<file path="config.mk">
export PLATFORM = sky130hd
export DESIGN_NAME = pico_io_responder
export DESIGN_NICKNAME = d
export VERILOG_FILES = /design/src/rtl/pico_io_responder.sv
export SDC_FILE = /design/constraint.sdc
export NUM_CORES = 1
export LEC_CHECK = 0
export CAP_MARGIN = 10
export CORE_AREA = 4 4 102 104
export DETAILED_ROUTE_END_ITERATION = 10
export DIE_AREA = 0 0 106 108
export MAX_ROUTING_LAYER = met4
export RECOVER_POWER = 25
export SLEW_MARGIN = 30
export SYNTH_ARGS = -nofsm -noshare
export SYNTH_HDL_FRONTEND = slang
export SYNTH_SLANG_ARGS = --single-unit
</file>
<file path="constraint.sdc">
create_clock -name clk -period 2.13 [get_ports clk]
set_input_delay 0.426 -clock clk [delete_from_list [all_inputs] [get_ports clk]]
set_output_delay 0.426 -clock clk [all_outputs]
set_load 0.03 [all_outputs]
</file>
<file path="src/rtl/pico_io_responder.sv">
// PicoBlaze I/O port responder: output/control registers, receive FIFO and level interrupt.
// Optional 8-bit prescaled timer at BASE_ADDR+4 when PICO_IO_TIMER_EN is defined.
module pico_io_responder #(
  parameter logic [7:0] BASE_ADDR  = 8'h00,
  parameter int         FIFO_DEPTH = 8,
  parameter int         TIMER_DIV  = 100
) (
  input  logic       clk,
  input  logic       cpu_reset,
  input  logic [7:0] port_id,
  input  logic       write_strobe,
  input  logic       k_write_strobe,
  input  logic       read_strobe,
  input  logic [7:0] out_port,
  output logic [7:0] in_port,
  output logic       interrupt,
  input  logic       interrupt_ack,
  input  logic [7:0] ext_data,
  input  logic       ext_valid,
  output logic       ext_ready,
  output logic [7:0] led_out
);

  localparam int AW = (FIFO_DEPTH > 1) ? $clog2(FIFO_DEPTH) : 1;
  localparam int CW = AW + 1;
  localparam logic [7:0] A_LED  = BASE_ADDR;
  localparam logic [7:0] A_STAT = BASE_ADDR + 8'd1;
  localparam logic [7:0] A_FIFO = BASE_ADDR + 8'd2;
  localparam logic [7:0] A_IRQ  = BASE_ADDR + 8'd3;
  localparam logic [7:0] A_TMR  = BASE_ADDR + 8'd4;

  if ((FIFO_DEPTH < 2) || (FIFO_DEPTH > 256) || ((FIFO_DEPTH & (FIFO_DEPTH - 1)) != 0)) begin : g_bad_depth
    $error("pico_io_responder: FIFO_DEPTH must be a power of 2 in 2..256");
  end
  if (TIMER_DIV < 1) begin : g_bad_div
    $error("pico_io_responder: TIMER_DIV must be 1 or more");
  end

  typedef enum logic [1:0] {
    IRQ_IDLE     = 2'd0,
    IRQ_PEND     = 2'd1,
    IRQ_SERVICED = 2'd2
  } irq_state_t;

  logic             wr_s;
  logic             push_s;
  logic             pop_s;
  logic             full_s;
  logic             empty_s;
  logic [7:0]       head_s;
  logic [7:0]       rd_data_s;
  logic [7:0]       timer_s;
  logic [7:0]       led_r;
  logic             irq_en_r;
  logic             overflow_r;
  logic [7:0]       in_port_r;
  logic             interrupt_r;
  logic [7:0]       mem_r [FIFO_DEPTH];
  logic [AW-1:0]    wr_ptr_r;
  logic [AW-1:0]    rd_ptr_r;
  logic [CW-1:0]    count_r;
  irq_state_t       state_r;
  irq_state_t       state_s;

  assign wr_s    = write_strobe | k_write_strobe;
  assign full_s  = (count_r == CW'(FIFO_DEPTH));
  assign empty_s = (count_r == {CW{1'b0}});
  assign push_s  = ext_valid & ~full_s;
  assign pop_s   = read_strobe & (port_id == A_FIFO) & ~empty_s;
  assign head_s  = empty_s ? 8'h00 : mem_r[rd_ptr_r];

  // Processor-writable registers and the sticky overflow flag
  always_ff @(posedge clk or posedge cpu_reset) begin
    if (cpu_reset) begin
      led_r      <= 8'h00;
      irq_en_r   <= 1'b0;
      overflow_r <= 1'b0;
    end else begin
      if (wr_s && (port_id == A_LED)) led_r <= out_port;
      if (wr_s && (port_id == A_IRQ)) irq_en_r <= out_port[0];
      // A new overflow wins over a simultaneous clear
      if (ext_valid && full_s) overflow_r <= 1'b1;
      else if (wr_s && (port_id == A_STAT) && out_port[2]) overflow_r <= 1'b0;
    end
  end

  // FIFO pointers and occupancy
  always_ff @(posedge clk or posedge cpu_reset) begin
    if (cpu_reset) begin
      wr_ptr_r <= {AW{1'b0}};
      rd_ptr_r <= {AW{1'b0}};
      count_r  <= {CW{1'b0}};
    end else begin
      if (push_s) wr_ptr_r <= wr_ptr_r + {{(AW-1){1'b0}}, 1'b1};
      if (pop_s)  rd_ptr_r <= rd_ptr_r + {{(AW-1){1'b0}}, 1'b1};
      case ({push_s, pop_s})
        2'b10:   count_r <= count_r + {{(CW-1){1'b0}}, 1'b1};
        2'b01:   count_r <= count_r - {{(CW-1){1'b0}}, 1'b1};
        default: count_r <= count_r;
      endcase
    end
  end

  // FIFO storage; contents are don't-care while the slot is not occupied
  always_ff @(posedge clk) begin
    if (push_s) mem_r[wr_ptr_r] <= ext_data;
  end

`ifdef PICO_IO_TIMER_EN
  localparam int PW = (TIMER_DIV > 1) ? $clog2(TIMER_DIV) : 1;
  logic [PW-1:0] presc_r;
  logic [7:0]    timer_r;

  // Prescaled free-running timer; any write to its port clears both stages
  always_ff @(posedge clk or posedge cpu_reset) begin
    if (cpu_reset) begin
      presc_r <= {PW{1'b0}};
      timer_r <= 8'h00;
    end else if (wr_s && (port_id == A_TMR)) begin
      presc_r <= {PW{1'b0}};
      timer_r <= 8'h00;
    end else if (presc_r == PW'(TIMER_DIV - 1)) begin
      presc_r <= {PW{1'b0}};
      timer_r <= timer_r + 8'd1;
    end else begin
      presc_r <= presc_r + {{(PW-1){1'b0}}, 1'b1};
    end
  end
  assign timer_s = timer_r;
`else
  assign timer_s = 8'h00;
`endif

  // Read mux, registered every clock regardless of read_strobe
  always_comb begin
    rd_data_s = 8'h00;
    case (port_id)
      A_LED:   rd_data_s = led_r;
      A_STAT:  rd_data_s = {5'b00000, overflow_r, full_s, ~empty_s};
      A_FIFO:  rd_data_s = head_s;
      A_IRQ:   rd_data_s = {7'b0000000, irq_en_r};
      A_TMR:   rd_data_s = timer_s;
      default: rd_data_s = 8'h00;
    endcase
  end

  // IRQ state next-state logic; SERVICED holds off re-arming until the FIFO drains
  always_comb begin
    state_s = state_r;
    case (state_r)
      IRQ_IDLE: begin
        if (irq_en_r && !empty_s) state_s = IRQ_PEND;
        else state_s = IRQ_IDLE;
      end
      IRQ_PEND: begin
        if (interrupt_ack) state_s = IRQ_SERVICED;
        else if (!irq_en_r) state_s = IRQ_IDLE;
        else state_s = IRQ_PEND;
      end
      IRQ_SERVICED: begin
        if (empty_s) state_s = IRQ_IDLE;
        else state_s = IRQ_SERVICED;
      end
      default: state_s = IRQ_IDLE;
    endcase
  end

  // State register and registered outputs
  always_ff @(posedge clk or posedge cpu_reset) begin
    if (cpu_reset) begin
      state_r     <= IRQ_IDLE;
      interrupt_r <= 1'b0;
      in_port_r   <= 8'h00;
    end else begin
      state_r     <= state_s;
      interrupt_r <= (state_s == IRQ_PEND);
      in_port_r   <= rd_data_s;
    end
  end

  assign in_port   = in_port_r;
  assign interrupt = interrupt_r;
  assign led_out   = led_r;
  assign ext_ready = ~full_s;

endmodule

</file>
==> results of run 1 <==
==> sequential cells by signal, indices dropped and copies added (netlist names) <==
register / flops
count_r: 4
in_port: 8
interrupt: 1
irq_en_r: 1
led_out: 8
mem_r: 64
overflow_r: 1
rd_ptr_r: 3
state_r: 2
wr_ptr_r: 3
==> layer usage <==
| metal | vias to the layer above | part of all wire [%] | global-route usage (%) |
|---|---|---|---|
| met3 | 9 | 5.5 | 3.46 |
| met4 | 0 | 1.3 | 5.00 |
| met2 | 60 | 48 | 22.7 |
| met5 | - | 0 | - |
| met1 | 1065 | 45 | 18.7 |
| li1 | 1031 | - | - |
==> per-stage QoR <==
step | cells | worst slack (ns) | setup TNS [ns]
2_1_floorplan | 226 | -0.0895 | -0.0895
3_3_place_gp | 428 | -0.268 | -0.851
3_5_place_dp | 428 | -0.323 | -0.874
4_1_cts | 445 | -0.0593 | -0.126
5_1_grt | 445 | -0.107 | -0.107
6_report | 445 | -0.0252 | -0.0252
==> power by group <==
part / total [mW] / internal (mW) / switching (mW)
Combinational: 0.922 / 0.461 / 0.461
Clock: 1.12 / 0.449 / 0.669
Sequential: 2.42 / 2.27 / 0.149
==> worst paths after layout <==
check | startpoint | to
min in group asynchronous | cpu_reset | state_r[0]
max in group asynchronous | cpu_reset | wr_ptr_r[1]
worst max register to register | count_r[2] | count_r[2]
worst min-delay path | state_r[1] | state_r[0]
worst min register to register | state_r[1] | state_r[0]
worst max-delay path | count_r[2] | count_r[2]
==> synth_stat cells (3+ instances only) <==
master,number,area share (%)
inv_1,4,0.38
xor2_1,6,1.3
mux2i_1,10,2.6
nor2_1,10,0.96
nand2b_1,3,0.48
mux2_2,11,3.2
o21ai_0,7,0.90
edfxtp_1,64,49
nor3_1,5,0.64
nand2_1,14,1.3
buf_2,5,0.64
mux4_2,16,9.2
nor3b_1,3,0.58
dfrtp_1,31,20
xnor2_1,3,0.67
ha_1,5,1.6
==> layout make-up <==
type                    instances  share of cell area [%]
clock buffers                   9                    2.49
clock inverters                 7                    1.23
inverters                       4                   0.302
multi-input cells             118                    23.9
flip-flops and latches         95                    54.3
well taps                     133                    3.35
repair buffers                 79                    14.4
==> critical path: stages, from the launching register on <==
cell and delay (ns):
dfrtp_1 0.39, or4_4 0.56, nand3b_4 0.11, nor3_4 0.05
ha_4 0.16, xor2_1 0.14, ha_2 0.17, a21oi_2 0.11
xor2_1 0.16, nor2_1 0.06, xor2_1 0.13
==> cells by family after synthesis <==
group	after synthesis
mux	38
fa+ha+maj	5
xor+xnor	9
buf+inv	13
simple gates	48
flops	95
compound gates	18
==> timing repair <==
action	CTS	global route
pin swaps	4	4
setup buffers	1	0
gates resized for setup	4	6
hold endpoints to repair	0	0
endpoints found under the setup margin	2	4
==> run_results.csv, run 1 <==
group,metric,value,unit
cts,hold_buffers,0,
route,dr.pass1.iters,4,
place,port-buffer-count,48,
layout,antennaDiodeCount,0,
cts,cts_root_buf,"clkbuf_8",
floorplan,io_pins,49,
yosys,synth.distinct_cells,39,
layout,drive_gt1_share,28.2,%
global_routing,first_global_vias,2215,
sta,maxSlewViolCount,0,
yosys,synthMuxAreaShare,15.3,%
setup_path,critPathKind,"reg -> reg",
power_and_ir_drop,peakVddDrop,0.392,mV
yosys,ys_ff_latch,95,
yosys,yosys.area_share.simple,7.14,%
route,wl_per_cell,17.0,µm
route,routed_wl,7.56,mm
sta,hold-worst-slack,0.494,ns
floorplan,initial_core_util,40.9,%
setup_path,start_kind,"flop",
layout,syn_to_final_growth,27.3,%
cts,path_clk_slew,0.10,ns
yosys,async_reset_ff_share,32.6,%
yosys,yosysWarnings,0,
power_and_ir_drop,power.density,896,nW/µm²
setup_path,endpoint_kind,"flop",
worst_hold_path,hp-class,"reg -> reg",
yosys,ys.flop_type,"edfxtp_1",
sta,slew_headroom,48.8,%
floorplan,core,9550,µm²
place,postPlaceCellArea,4760,µm²
setup_path,r2r_cells,10,
yosys,syn-num-nets,262,
sta,finalCriticalPeriod,2.16,ns
route,avgViaCountPerCell,4.87,
layout,multi_input_area,1190,µm²
layout,final_area,4970,µm²
setup_path,worstPathArrival,2.40,ns
cts,cts-buffers-inserted,9,
route,routed-via-count,2165,
sta,setup_viol,1,
place,dp_hpwl,5.22,mm
cts,cts_htree_levels,3,
setup_path,worstPathMaxFanout,2,
global_routing,grt_max_degree,32,
global_routing,track_usage,14.5,%
floorplan,die_h,108,µm
route,drt_iter0_drc,109,
global_routing,antenna_found_initial,0,
global_routing,overflow,0,
setup_path,reg2reg_setup_slack,-0.03,ns
status,status,"finished, violations left",
sta,finalClockSkew,0.0119,ns
yosys,synthAdderAreaFrac,1.60,%
layout,nFillCells,822,
layout,fin_nets,343,
sta,setup_ws,-0.0252,ns
sta,timing.fmax,464,MHz
yosys,synth_area,3910,µm²
yosys,synth_edf_count,64,
cts,cts_max_path_buffers,2,
layout,regArea,2700,µm²
floorplan,rows,36,
yosys,synth-compound-area-share,3.04,%
yosys,synthXorXnorAreaFrac,2.02,%
power_and_ir_drop,p_leak,1.82,nW
global_routing,grt_pass1_wl,12.0,mm
layout,fin_util,52.1,%
sta,fin_crit_sh,101,%
power_and_ir_drop,finalPower,4.46,mW
sta,finalHoldViolCount,0,
floorplan,die_w,106,µm
cts,clock_sinks,95,
place,place.gp.congestion,0.794,
sta,worstMarginPinSlew,0.768,ns
flow_run,maxCapViolCount,0,
yosys,synth_top_family_by_area,"multiplexers",
layout,final_common_cell,"edfxtp_1",
status,violations,"setup timing",
route,ant_nets,0,
layout,mostFrequentLayoutCells,"edfxtp_1 (64), clkdlybuf4s50_1 (43), dfrtp_1 (31), buf_4 (29), mux4_2 (16)",
route,post-route-drc-count,0,
floorplan,dieArea,11400,µm²
cts,tritoncts,"built",
yosys,synth-seq-area-share,69.1,%
sta,rsz0062_at_grt,"yes",
worst_hold_path,whs_path_depth,1,
yosys,synth_cells,226,
setup_path,cp.required,2.37,ns
cts,clk_latency,0.36,ns
yosys,avgSynthCellArea,17.3,µm²
Power figures use the tool's default switching activity.
==> inputs of run 2 (changes only) <==
--- a/config.mk
+++ b/config.mk
@@ -10,8 +10,9 @@
 export DETAILED_ROUTE_END_ITERATION = 10
 export DIE_AREA = 0 0 106 108
 export MAX_ROUTING_LAYER = met4
+export PLACE_DENSITY_LB_ADDON = 0.15
 export RECOVER_POWER = 25
-export SLEW_MARGIN = 30
+export SLEW_MARGIN = 10
 export SYNTH_ARGS = -nofsm -noshare
 export SYNTH_HDL_FRONTEND = slang
 export SYNTH_SLANG_ARGS = --single-unit
==> run_results.csv, run 2 (synthesis gave the netlist of run 1 again) <==
group,metric,value,unit
status,status,"finished, violations left",
sta,slew_headroom,48.2,%
layout,stdcell_count,444,
setup_path,cp.required,2.37,ns
cts,clock_sinks,95,
place,placed_cells,427,
route,routed-via-count,2175,
power_and_ir_drop,p_leak,1.80,nW
sta,finalHoldViolCount,0,
global_routing,grt_max_degree,32,
layout,nFillCells,847,
global_routing,grt_pass1_wl,11.7,mm
setup_path,worstPathArrival,2.39,ns
power_and_ir_drop,finalPower,4.42,mW
floorplan,die_h,108,µm
cts,cts_htree_levels,3,
setup_path,crit_chain,"or4_4, nand3b_4, nor3_4, ha_4, xor2_1, ha_2, a21oi_2, xor2_1, nor2_1, xor2_1",
cts,tritoncts,"built",
floorplan,rows,36,
setup_path,path_depth,10,
setup_path,max_stage_delay,0.56,ns
global_routing,overflow,0,
layout,syn_to_final_growth,26.6,%
place,port-buffer-count,48,
route,avgViaCountPerCell,4.90,
cts,cts-buffers-inserted,9,
power_and_ir_drop,peakVddDrop,0.380,mV
route,drt_iter0_drc,94,
layout,antennaDiodeCount,0,
route,dr.pass1.iters,4,
setup_path,worstPathMaxFanout,3,
floorplan,dieArea,11400,µm²
setup_path,reg2reg_setup_slack,-0.02,ns
cts,hold_buffers,0,
layout,fin_nets,342,
flow_run,maxCapViolCount,0,
setup_path,r2r_end,"count_r[2]",
setup_path,crit_path_top_delay_cell,"or4_4",
place,place.gp.congestion,0.750,
route,wl_per_cell,16.6,µm
setup_path,worst-path-buf-inv,0,
worst_hold_path,hp-class,"reg -> reg",
floorplan,initial_core_util,40.9,%
cts,path_clk_slew,0.09,ns
global_routing,first_global_vias,2164,
layout,largest_reg_flops,64,
sta,timing.fmax,466,MHz
sta,fin_crit_sh,101,%
layout,final_common_cell,"edfxtp_1",
setup_path,worst_path_most_repeated_cell,"xor2_1",
setup_path,critPathTopFamily,"simple AND/OR/NAND/NOR gates",
place,dp_hpwl,4.92,mm
route,routed_wl,7.35,mm
status,violations,"setup timing",
sta,worstMarginPinSlew,0.777,ns
setup_path,critPathKind,"reg -> reg",
setup_path,endpoint_kind,"flop",
cts,clk_latency,0.35,ns
layout,drive_gt1_share,27.7,%
route,ant_nets,0,
sta,maxSlewViolCount,0,
global_routing,track_usage,14.2,%
global_routing,antenna_found_initial,0,
layout,largest-register,"mem_r",
route,post-route-drc-count,0,
sta,setup_ws,-0.0171,ns
sta,finalClockSkew,0.0117,ns
layout,mostFrequentLayoutCells,"edfxtp_1 (64), clkdlybuf4s50_1 (42), dfrtp_1 (31), buf_4 (28), mux4_2 (16)",
cts,cts_max_path_buffers,2,
cts,cts_root_buf,"clkbuf_8",
sta,rsz0062_at_grt,"yes",
sta,finalCriticalPeriod,2.15,ns
setup_path,r2r_cells,10,
setup_path,start_kind,"flop",
floorplan,die_w,106,µm
setup_path,crit_start,"count_r[3]",
floorplan,io_pins,49,
sta,setup_viol,1,
floorplan,core,9550,µm²
setup_path,reg2reg_from,"count_r[3]",
setup_path,crit_end,"count_r[2]",
power_and_ir_drop,power.density,893,nW/µm²
[run 2: where the power goes]
part / switching, mW / leakage (nW) / internal, mW / total (mW)
Combinational: 0.460 / 0.726 / 0.456 / 0.916
Sequential: 0.146 / 0.991 / 2.27 / 2.41
Clock: 0.642 / 0.0830 / 0.445 / 1.09
Total: 1.25 / 1.80 / 3.17 / 4.42
[run 2: worst min-delay path by stage]
stage / slack [ns] / from / depth (start not counted) / endpoint
finish: 0.49 / state_r[1] / 1 / interrupt
global route: 0.53 / state_r[1] / 1 / state_r[0]
CTS: 0.45 / cpu_reset / 3 / state_r[1]
detailed placement: 0.48 / state_r[1] / 1 / state_r[0]
global placement: 0.47 / state_r[1] / 1 / state_r[0]
floorplan: 0.45 / state_r[1] / 1 / interrupt
[run 2: final cells by class]
class	count	area (µm²)	area share (%)
multi-input combinational	118	1170	23.8
clock buffer	10	128	2.58
sequential	95	2700	54.5
tap	133	166	3.36
timing repair buffer	78	711	14.4
clock inverter	6	53.8	1.09
inverter	4	15.0	0.304
[run 2: per-layer routing]
layer / part of all wire [%] / GRT usage, % / vias to the layer above / wire length [µm]
met5: 0 / - / - / 0
li1: - / - / 1028 / -
met1: 48 / 18.8 / 1081 / 3500
met2: 47 / 21.7 / 56 / 3430
met3: 4.4 / 3.16 / 10 / 320
met4: 1.4 / 5.83 / 0 / 106
[run 2: what timing repair did]
item,in CTS,in global routing
buffers inserted,0,1
resized for setup,4,5
pin swaps,3,0
endpoints found under the setup margin,2,4
[run 2: metrics by stage]
| step | setup TNS [ns] | setup WS (ns) | utilization, % | cell area (µm²) | hold WS [ns] |
|---|---|---|---|---|---|
| after global placement | -0.963 | -0.277 | 49.8 | 4750 | 0.471 |
| after floorplan | -0.0895 | -0.0895 | - | 3930 | 0.446 |
| after global routing | -0.147 | -0.136 | 51.8 | 4950 | 0.529 |
| after CTS | -0.0756 | -0.0387 | 51.7 | 4940 | 0.446 |
| after detailed placement | -0.897 | -0.327 | 49.8 | 4750 | 0.481 |
| final | -0.0171 | -0.0171 | 51.8 | 4950 | 0.489 |
[run 2: worst reg2reg max path, stage by stage, from the launching register on]
cell      delay, ns
dfrtp_1        0.39
or4_4          0.56
nand3b_4       0.12
nor3_4         0.06
ha_4           0.16
xor2_1         0.14
ha_2           0.17
a21oi_2        0.11
xor2_1         0.14
nor2_1         0.06
xor2_1         0.13
==> inputs of run 3 (changes only) <==
--- a/config.mk
+++ b/config.mk
@@ -12,6 +12,7 @@
 export MAX_ROUTING_LAYER = met4
 export PLACE_DENSITY_LB_ADDON = 0.15
 export RECOVER_POWER = 25
+export SKIP_LAST_GASP = 1
 export SLEW_MARGIN = 10
 export SYNTH_ARGS = -nofsm -noshare
 export SYNTH_HDL_FRONTEND = slang
==> results of run 3 <==
The final DEF is identical to that of run 2; final timing and power are the same.
